==> src/rtl/serial_subtract_ctrl.sv <==
// ============================================================================
// serial_subtract_ctrl : bit-serial W-bit subtractor, diff = a - b - borrow_in
// Revision : 1.0
// ============================================================================
`default_nettype none

module serial_subtract_ctrl #(
  parameter int W  = 8,
  parameter int CW = $clog2(W)
) (
  input  logic         clk,
  input  logic         rst_n,
  input  logic         start,
  input  logic [W-1:0] a,
  input  logic [W-1:0] b,
  input  logic         borrow_in,
  output logic         ready,
  output logic         busy,
  output logic         done,
  output logic [W-1:0] diff,
  output logic         borrow_out,
  output logic         zero
);

  typedef enum logic [1:0] {
    S_IDLE = 2'd0,
    S_RUN  = 2'd1,
    S_DONE = 2'd2
  } state_t;

  localparam logic [CW-1:0] LAST_BIT = CW'(W - 1);

  state_t        state_q, state_d;
  logic [W-1:0]  a_sh_q, a_sh_d;
  logic [W-1:0]  b_sh_q, b_sh_d;
  // Holds the W-1 bits already produced; the current bit completes the word.
  logic [W-2:0]  r_q, r_d;
  logic          bor_q, bor_d;
  logic [CW-1:0] cnt_q, cnt_d;
  logic [W-1:0]  diff_q, diff_d;
  logic          borrow_out_q, borrow_out_d;
  logic          zero_q, zero_d;

  logic          w_x, w_y, w_z;
  logic          w_d, w_bor;
  logic [W-1:0]  w_res;

  assign w_x   = a_sh_q[0];
  assign w_y   = b_sh_q[0];
  assign w_z   = bor_q;
  assign w_d   = w_x ^ w_y ^ w_z;
  assign w_bor = (~w_x & (w_y ^ w_z)) | (w_y & w_z);
  assign w_res = {w_d, r_q};

  always_ff @(posedge clk) begin
    if (!rst_n) begin
      state_q      <= S_IDLE;
      a_sh_q       <= '0;
      b_sh_q       <= '0;
      r_q          <= '0;
      bor_q        <= 1'b0;
      cnt_q        <= '0;
      diff_q       <= '0;
      borrow_out_q <= 1'b0;
      zero_q       <= 1'b0;
    end else begin
      state_q      <= state_d;
      a_sh_q       <= a_sh_d;
      b_sh_q       <= b_sh_d;
      r_q          <= r_d;
      bor_q        <= bor_d;
      cnt_q        <= cnt_d;
      diff_q       <= diff_d;
      borrow_out_q <= borrow_out_d;
      zero_q       <= zero_d;
    end
  end

  always_comb begin
    state_d      = state_q;
    a_sh_d       = a_sh_q;
    b_sh_d       = b_sh_q;
    r_d          = r_q;
    bor_d        = bor_q;
    cnt_d        = cnt_q;
    diff_d       = diff_q;
    borrow_out_d = borrow_out_q;
    zero_d       = zero_q;
    case (state_q)
      S_IDLE: begin
        if (start) begin
          a_sh_d  = a;
          b_sh_d  = b;
          bor_d   = borrow_in;
          cnt_d   = '0;
          state_d = S_RUN;
        end
      end
      S_RUN: begin
        a_sh_d = {1'b0, a_sh_q[W-1:1]};
        b_sh_d = {1'b0, b_sh_q[W-1:1]};
        r_d    = w_res[W-1:1];
        bor_d  = w_bor;
        cnt_d  = cnt_q + CW'(1);
        if (cnt_q == LAST_BIT) begin
          diff_d       = w_res;
          borrow_out_d = w_bor;
          zero_d       = (w_res == '0);
          state_d      = S_DONE;
        end
      end
      S_DONE:  state_d = S_IDLE;
      default: state_d = S_IDLE;
    endcase
  end

  assign ready      = (state_q == S_IDLE);
  assign busy       = (state_q == S_RUN);
  assign done       = (state_q == S_DONE);
  assign diff       = diff_q;
  assign borrow_out = borrow_out_q;
  assign zero       = zero_q;

endmodule

`default_nettype wire

==> config.mk <==
export PLATFORM = sky130hd
export DESIGN_NAME = serial_subtract_ctrl
export DESIGN_NICKNAME = d
export VERILOG_FILES = /design/src/rtl/serial_subtract_ctrl.sv
export SDC_FILE = /design/constraint.sdc
export NUM_CORES = 1
export LEC_CHECK = 0
export CORE_ASPECT_RATIO = 0.9
export CORE_MARGIN = 2
export CORE_UTILIZATION = 45
export CTS_CLUSTER_SIZE = 30
export DETAILED_ROUTE_END_ITERATION = 6
export GPL_TIMING_DRIVEN = 0
export PLACE_DENSITY_LB_ADDON = 0.12
export SLEW_MARGIN = 20
export SYNTH_ARGS = -nofsm -noshare
export SYNTH_HDL_FRONTEND = slang
export SYNTH_SLANG_ARGS = --single-unit
export TNS_END_PERCENT = 30
==> constraint.sdc <==
create_clock -name clk -period 2.69 [get_ports clk]
set_clock_uncertainty 0.1 [all_clocks]
set_input_delay 0.4035 -clock clk [delete_from_list [all_inputs] [get_ports clk]]
set_output_delay 0.4035 -clock clk [all_outputs]
set_load 0.02 [all_outputs]
==> results of run 1 <==
==> worst max path at each step <==
stage	startpoint	end	slack, ns
after floorplan	a_sh_q[0]	zero	1.24
after global placement	state_q[1]	busy	0.79
after detailed placement	state_q[1]	busy	0.77
after CTS	state_q[1]	busy	0.46
after global routing	state_q[1]	busy	0.39
final	state_q[1]	busy	0.46
==> cells in the final DEF, fill, tap and decap left out <==
cell	netlist	final
sky130_fd_sc_hd__nand2_1	48	48
sky130_fd_sc_hd__dfxtp_1	39	39
sky130_fd_sc_hd__clkdlybuf4s50_1	0	31
sky130_fd_sc_hd__a21oi_1	27	27
sky130_fd_sc_hd__o21ai_0	15	15
sky130_fd_sc_hd__a21boi_1	12	12
sky130_fd_sc_hd__buf_6	6	6
sky130_fd_sc_hd__nor2b_1	5	5
sky130_fd_sc_hd__clkbuf_1	4	5
sky130_fd_sc_hd__clkbuf_8	0	5
sky130_fd_sc_hd__o211a_1	3	3
sky130_fd_sc_hd__inv_1	2	2
sky130_fd_sc_hd__a32oi_1	2	2
sky130_fd_sc_hd__a22oi_1	2	2
sky130_fd_sc_hd__a21boi_0	2	2
sky130_fd_sc_hd__ha_1	2	2
sky130_fd_sc_hd__nand2b_4	1	1
sky130_fd_sc_hd__inv_4	1	1
sky130_fd_sc_hd__nor2_1	1	1
sky130_fd_sc_hd__mux2i_1	1	1
sky130_fd_sc_hd__nor3b_1	1	1
sky130_fd_sc_hd__o21ba_4	1	1
sky130_fd_sc_hd__buf_4	1	1
sky130_fd_sc_hd__a31oi_1	1	1
sky130_fd_sc_hd__buf_2	1	1
sky130_fd_sc_hd__o21bai_4	1	1
sky130_fd_sc_hd__a21oi_2	1	1
sky130_fd_sc_hd__and3b_1	1	1
sky130_fd_sc_hd__and2_1	1	1
sky130_fd_sc_hd__nand3b_2	1	1
sky130_fd_sc_hd__nor4b_1	1	1
sky130_fd_sc_hd__nor4_1	1	1
sky130_fd_sc_hd__nand4_1	1	1
sky130_fd_sc_hd__nand3_1	1	1
sky130_fd_sc_hd__fa_1	1	1
==> layer usage <==
metal / vias to the layer above / wire length, um / track usage (%)
met2: 31 / 1600 / 29.3
met5: - / 0 / 0
li1: 719 / - / -
met1: 651 / 1710 / 24.9
met4: 0 / 26 / 6.86
met3: 4 / 201 / 5.48
==> power groups by stage <==
stage	sequential, W	combinational (W)	clock [W]
6_report	0.000619	0.000156	0.000354
5_1_grt	0.000622	0.000173	0.000393
4_1_cts	0.000619	0.000157	0.000363
3_5_place_dp	0.000632	0.000156	0
3_3_place_gp	0.000631	0.000153	0
2_1_floorplan	0.000628	0.0000998	0
==> logic make-up (layout without fill, tap and decap cells) <==
logic type,Yosys count,after routing,share of synthesized area [%]
compound gates,67,67,25.8
fa+ha+maj,3,3,2.71
buf+inv,15,52,6.55
flops,39,39,47.0
mux,1,1,0.602
simple gates,63,63,17.4
==> synth_stat cells, types with 2 or more instances <==
| cell type | instances | area, um2 |
|---|---|---|
| sky130_fd_sc_hd__a21boi_0 | 2 | 15.0 |
| sky130_fd_sc_hd__a21boi_1 | 12 | 90.1 |
| sky130_fd_sc_hd__a21oi_1 | 27 | 135 |
| sky130_fd_sc_hd__a22oi_1 | 2 | 15.0 |
| sky130_fd_sc_hd__a32oi_1 | 2 | 17.5 |
| sky130_fd_sc_hd__buf_6 | 6 | 67.6 |
| sky130_fd_sc_hd__clkbuf_1 | 4 | 15.0 |
| sky130_fd_sc_hd__dfxtp_1 | 39 | 781 |
| sky130_fd_sc_hd__ha_1 | 2 | 25.0 |
| sky130_fd_sc_hd__inv_1 | 2 | 7.51 |
| sky130_fd_sc_hd__nand2_1 | 48 | 180 |
| sky130_fd_sc_hd__nor2b_1 | 5 | 31.3 |
| sky130_fd_sc_hd__o211a_1 | 3 | 30.0 |
| sky130_fd_sc_hd__o21ai_0 | 15 | 75.1 |
==> flip-flops by register name (all words and copies together), names as in the netlist <==
signal / cells
a_sh_q: 8
b_sh_q: 8
diff: 8
r_q: 7
cnt_q: 3
state_q: 2
bor_q: 1
borrow_out: 1
zero: 1
==> cell type report <==
cell class              count  area, um2  area share, %
well taps                  44       55.1           2.62
multi-input cells         134        772           36.8
repair buffers             31        310           14.8
clock buffers               6       72.6           3.46
plain buffers              12       95.1           4.53
flip-flops and latches     39        781           37.2
inverters                   3       13.8          0.656
==> critical path, stage by stage (launching register included) <==
cell	delay (ns)
sky130_fd_sc_hd__dfxtp_1	0.38
sky130_fd_sc_hd__nand2b_4	0.19
sky130_fd_sc_hd__inv_4	0.10
sky130_fd_sc_hd__buf_6	0.15
sky130_fd_sc_hd__clkdlybuf4s50_1	0.61
==> metrics by stage <==
stage                     hold slack [ns]  worst slack (ns)
after floorplan                     0.348              1.24
after global placement              0.342             0.785
after detailed placement            0.345             0.773
after CTS                           0.355             0.456
after global routing                0.373             0.392
final                               0.354             0.464
==> results.md, run 1 <==
Outcome:
- The run finished with clean final reports.

Drt:
- The iteration count of the initial detailed-routing pass is 4.
- The routed design has 3.53 mm of wire.
- The detailed router's first-iteration violation count is 85.
- The DRC violation count after routing is 0.
- The count of nets left with antenna violations after detail routing is 0.
- Using the TritonRoute via totals, the vias-per-cell ratio works out to between 5 and 6.
- The wire length per cell is 13.1 um.
- The final route contains 1405 vias.

Floorplan:
- The core box area is 0.00345 mm2.
- The number of standard-cell rows in the floorplan is 20.
- The die height is 61.6 um.
- The horizontal die dimension is a little under 70 um.
- The die covers 0.00419 mm2.
- Pin placement for this block handled 33 I/O pins.
- Once the floorplan was initialized, standard cells occupied 48.1% of the core.

Pwr:
- The share of total power in the clock network is 31.4%.
- The completed layout was analyzed and its total power is between 0.001 and 0.0015 W.
- Registers are responsible for 54.8% of the overall power.
- VDD sags by at most ~0.0003 V.
- The internal portion of total power is 0.000855 W.
- The part of the total power dissipated in combinational logic is 13.8%.
- The analysis attributes to cell leakage a power of 0.808 nW.
- In this run switching power makes up 24.3% of total power.
- Dividing total power by cell area gives a power density of 538 mW/mm2.
- The net switching power of the design is 0.000275 W.

Clock network:
- The TritonCTS clock tree is built.
- TritonCTS created 5 clock buffers.
- For this design, the sink count on the clock tree is 39.
- Counting along the longest clock path gives a buffer depth of 2.
- The clock root buffer is sky130_fd_sc_hd__clkbuf_8.
- In this run the number of H-tree levels came out at 2.
- The number of gates given a new drive strength after cts is 0.
- The clock-pin slew of the registers on the worst-case setup and hold paths is 0.07 ns.
- The hold buffer count at CTS is 0.
- For the worst-skew pair, the clock arrives at the later sink with an insertion delay of 0.28 ns.
- The count of buffers added by post-CTS timing repair for setup is 0.

GRT:
- Entering global routing, the biggest net connects 11 pins.
- Summed over all layers, the global routing overflow is 0.
- The first global-routing pass estimated 5.72 mm of wire.
- The overall fraction of global-route tracks in use is 18.8%.
- The via count of the first global-routing pass was 1256.
- The number of antenna violations at the first check in global routing is 0.

Worst setup path:
- The worst reg2reg path endpoint is zero.
- The capturing element type of the critical path is an output port.
- The critical path is of the reg2out type.
- The worst-path maximum fanout is 10.
- For the worst setup path, the data required time is 2.19 ns.
- The count of cells along the worst register-to-register path is 5.
- The register-to-register path setup slack is between 0.9 and 1 ns.
- The launching point of the worst reg2reg path is a_sh_q[0].
- The startpoint kind of the worst setup timing path is a register.
- The worst endpoint data arrival time is about 1.7 ns.

Timing:
- The final hold violation count is 0.
- The final period utilization is 82.8%.
- Setup repair after global routing left no endpoint under its margin.
- The routed design could run at a clock period as short as roughly 2.2 ns.
- Adding up every negative setup slack in the final design gives 0 ns.
- The slew at the pin closest to its max-slew limit is 0.439 ns.
- The maximum operating frequency is between 400 and 500 MHz.
- The number of pins with negative max-slew slack in the final report came to 0.
- The worst pin sits at a relative slew slack of 70.7%.
- The number of setup violations in the final report is 0.

Final layout:
- The final instance area is 0.00210 mm2.
- In the final layout, the share of cells above drive strength 1 is 8.44%.
- The number of fill cells in the layout is 312.
- Once layout is complete, the utilization of the core stands at 60.8%.
- The antenna diode count is 0.
- The layout-stage area growth over the synthesis result is 26.4%.
- Leaving out filler cells and counting taps, the final layout contains 269.
- The count of nets after finishing is 249.

Yosys:
- The post-synthesis average cell area is 8.84 um2.
- The number of flops mapped to enable cells by yosys is 0.
- The number of library cell types mapped by synthesis is 33.
- For this run, the number of Yosys warnings is 0.
- The post-synthesis net count is 211.
- The number of storage elements in the synthesis netlist is 39.
- The post-synthesis instance area is 0.00166 mm2.
- The async set or reset register ratio after synthesis is 0%.
- For this run, the register share of the synthesized area comes to between 40% and 50%.
- The main flop type after synthesis is sky130_fd_sc_hd__dfxtp_1.
- The post-synthesis cell count is 188.

Placed design:
- The number of buffers added on ports is 31.
- After legalization and detailed placement, the total HPWL measured 2.53 mm.
- The placer congestion estimate is around 0.75.
- In this run the cell area measured after placement is 0.00203 mm2.
- Counting tap cells, the placed design contains a total of 263 instances.

Hold path:
- The worst hold path was traced through 2 stages.
- The tightest min-delay check is of the reg2reg type.
- The worst hold path begins at diff[4].
- The terminating pin of the worst hold path is diff[4].

Job:
- The total of max-cap violations is 0.
Power figures use the tool's default switching activity.
==> run 2: changes to the inputs <==
==> constraint.sdc (replaced) <==
create_clock -name clk -period 2.2 [get_ports clk]
set_clock_uncertainty 0.1 [all_clocks]
set_input_delay 0.33 -clock clk [delete_from_list [all_inputs] [get_ports clk]]
set_output_delay 0.33 -clock clk [all_outputs]
set_load 0.02 [all_outputs]
==> run 2 against run 1 <==
Against the previous run: via count fell by 0.14%; die area unchanged; combinational power grew 22%; register-to-register slack got worse by 0.49 ns; worst setup slack got worse by 0.23 ns; sequential cell count stayed put; sequential power increased by 22%; hold slack got worse by 0.016 ns; sequential share of layout area is essentially flat.
==> results.md, run 2 (same netlist as run 1, synthesis figures left out) <==
Timing:
- The normalized max-slew margin is 70.7%.
- Setup violations remaining at the end of the flow were counted as 0.
- Setup repair after global routing left no endpoint under its margin.
- The maximum operating frequency is 509 MHz.
- The final hold violation count came to 0.
- The final period utilization is 89.2%.
- The slew at the pin closest to its max-slew limit is 0.439 ns.
- The number of pins with negative max-slew slack in the final report is 0.
- The final setup slack of the worst path is 0.237 ns.
- The worst path in the final design needs a cycle of just under 2 ns, including I/O delays and setup.
- The setup total negative slack is 0 ns.

Pwr:
- The post-route total power is 0.00138 W.
- VDD sags by at most roughly 0.00038 V.
- The total power divided by cell area is 657 mW/mm2.
- In this run the static leakage power is 0.820 nW.

Drt:
- The iteration count of the initial detailed-routing pass is 4.
- The count of nets left with antenna violations after detail routing is 0.
- For this run, design rule violations remaining after detail routing come to 0.
- The wire length per cell is 13.1 um.
- After the first detailed-routing iteration, the DRC count stood at 82.
- After detailed routing, the number of vias per cell comes to 5.22.
- The routed layout has 1403 vias.
- The sum of routed wire length over all layers is approximately 3.5 mm.

Worst setup path:
- The critical path depth in cells is 3.
- STA classifies the critical path endpoint as an output port.
- The critical path contains buffers and inverters numbering 2 combined.
- For this design, the slowest cell found on the critical path is sky130_fd_sc_hd__clkdlybuf4s50_1.
- The worst-path maximum fanout is 8.
- The biggest cell delay along the critical path is 0.64 ns.
- The worst setup path is of the reg2out kind.
- The worst setup path is launched from a register.
- The required time at the worst-slack endpoint is 1.77 ns.
- The critical path's top delay family is buffers and inverters.
- The signal on the critical path passes through buf_6, nor2_1, clkdlybuf4s50_1.
- Data arrives at the worst endpoint at roughly 1.5 ns.
- The number of cells on the worst reg-to-reg path is 5.

Clock network:
- The clock root buffer is sky130_fd_sc_hd__clkbuf_8.
- The clock passes through at most 2 buffers.
- The H-tree level count is 2.
- The number of hold buffers added after CTS was 0.
- Post-CTS timing repair inserted 0 buffers for setup.
- The clock-pin slew of the registers on the worst-case setup and hold paths is 0.07 ns.
- Clock tree synthesis found a total of 39 sinks.
- TritonCTS built the clock tree.
- TritonCTS created 5 clock buffers.
- Clock latency on the worst-skew pair, taken at its later pin, is ~0.28 ns.

Floorplan:
- From left edge to right edge, the die measures 68.1 um.
- For this configuration, the core starts out at a cell density of between 40% and 50%.
- The core box area is 0.00345 mm2.
- 33 I/O pins were placed.
- The floorplan has 20 rows.
- The die area is 0.00419 mm2.
- The die height is roughly 60 um.

Final layout:
- The ratio of cells with drive above 1 in the final layout is about 8.4%.
- At the end of the flow, the number of nets in the layout was approximately 250.
- 0 antenna diodes ended up in the layout.
- The area of the multi-input gates is 772 um2.
- The finished layout holds 269 standard cells, fillers aside.
- Fill cells in the final layout number between 300 and 400.
- In the layout the commonest cells are sky130_fd_sc_hd__nand2_1, sky130_fd_sc_hd__dfxtp_1, sky130_fd_sc_hd__clkdlybuf4s50_1, sky130_fd_sc_hd__a21oi_1, sky130_fd_sc_hd__o21ai_0.
- The final design utilization is 60.9%.
- The register area is 781 um2.
- The layout-stage area growth over the synthesis result is 26.5%.
- The commonest non-fill, non-tap cell in the layout is sky130_fd_sc_hd__nand2_1.

GRT:
- The overall overflow remaining after global route is 0.
- The number of antenna violations at the first check in global routing is 0.
- Across every metal layer, demand over resource in global routing totals approximately a fifth.
- The via count of the first global-routing pass is about 1300.
- Entering global routing, the biggest net connects 11 pins.
- The global-route wire length before repair is 5.72 mm.

Outcome:
- The flow ran to the end, and the final reports show no timing, DRC or antenna violations.

Placed design:
- The count of buffers added on input and output ports is 31.
- Routability-driven placement finished with a final weighted congestion of between 0.7 and 0.8.
- OpenSTA, run right after detailed placement, puts the worst setup slack at 0.356 ns.
- The number of cells in the design after placement is 263.
- The half-perimeter wire length after detailed placement is 2.53 mm.

Job:
- The total of max-cap violations is 0.

Hold path:
- The worst hold path was traced through 3 stages.
- The min-delay analysis places its worst path in the category in2reg.
run 2: cell types whose count changed in the layout (fill, tap and decap cells not counted), sizes merged:
| cell | delta |
|---|---|
| dlymetal6s2s | +1 |
| clkdlybuf4s50 | -1 |
run 2: final timing paths:
kind	startpoint	end	slack (ns)
min reg2reg	diff[4]	diff[4]	0.35
max reg2reg	a_sh_q[0]	zero	0.49
min	rst_n	b_sh_q[6]	0.34
max	state_q[0]	ready	0.24
run 2: area by class of cell:
cell class / count / area share, %
Buffer: 12 / 4.52
Clock buffer: 6 / 3.45
Inverter: 3 / 0.655
Multi-Input combinational cell: 134 / 36.7
Sequential cell: 39 / 37.1
Tap cell: 44 / 2.62
Timing Repair Buffer: 31 / 14.9
run 2: metal layers:
| layer | routed length (um) | GRT usage [%] |
|---|---|---|
| met5 | 0 | 0 |
| met4 | 26 | 6.86 |
| met3 | 209 | 5.48 |
| met2 | 1600 | 29.3 |
| met1 | 1700 | 24.9 |
run 2: through the flow:
| step | hold WS, ns | area (um2) |
|---|---|---|
| after floorplan | 0.348 | 1660 |
| after global placement | 0.342 | 2030 |
| after detailed placement | 0.345 | 2030 |
| after CTS | 0.320 | 2100 |
| after global routing | 0.363 | 2100 |
| final | 0.337 | 2100 |
run 2: worst reg2reg max path, delay by kind of cell (launching register included):
family,cells,cell delay [ns]
DFF,1,0.34
adders and majority gates,1,0.59
and+or+nand+nor,3,0.57
buffers and inverters,1,0.06
run 2: power by group:
| group | switching (W) | internal [W] |
|---|---|---|
| registers | 0.0000181 | 0.000739 |
| clock network | 0.000222 | 0.000211 |
| logic | 0.0000957 | 0.0000949 |
| total | 0.000336 | 0.00104 |
run 2: timing repair:
action | in CTS | in global routing
resized for setup | 0 | 1
endpoints found under the hold margin | 0 | 0
endpoints found under the setup margin | 0 | 1
==> run 3: changes to the inputs <==
--- a/config.mk
+++ b/config.mk
@@ -5,6 +5,7 @@
 export SDC_FILE = /design/constraint.sdc
 export NUM_CORES = 1
 export LEC_CHECK = 0
+export CAP_MARGIN = 10
 export CORE_ASPECT_RATIO = 0.9
 export CORE_MARGIN = 2
 export CORE_UTILIZATION = 45
==> results of run 3 <==
Final layout, timing and power as in run 2 (identical DEF).
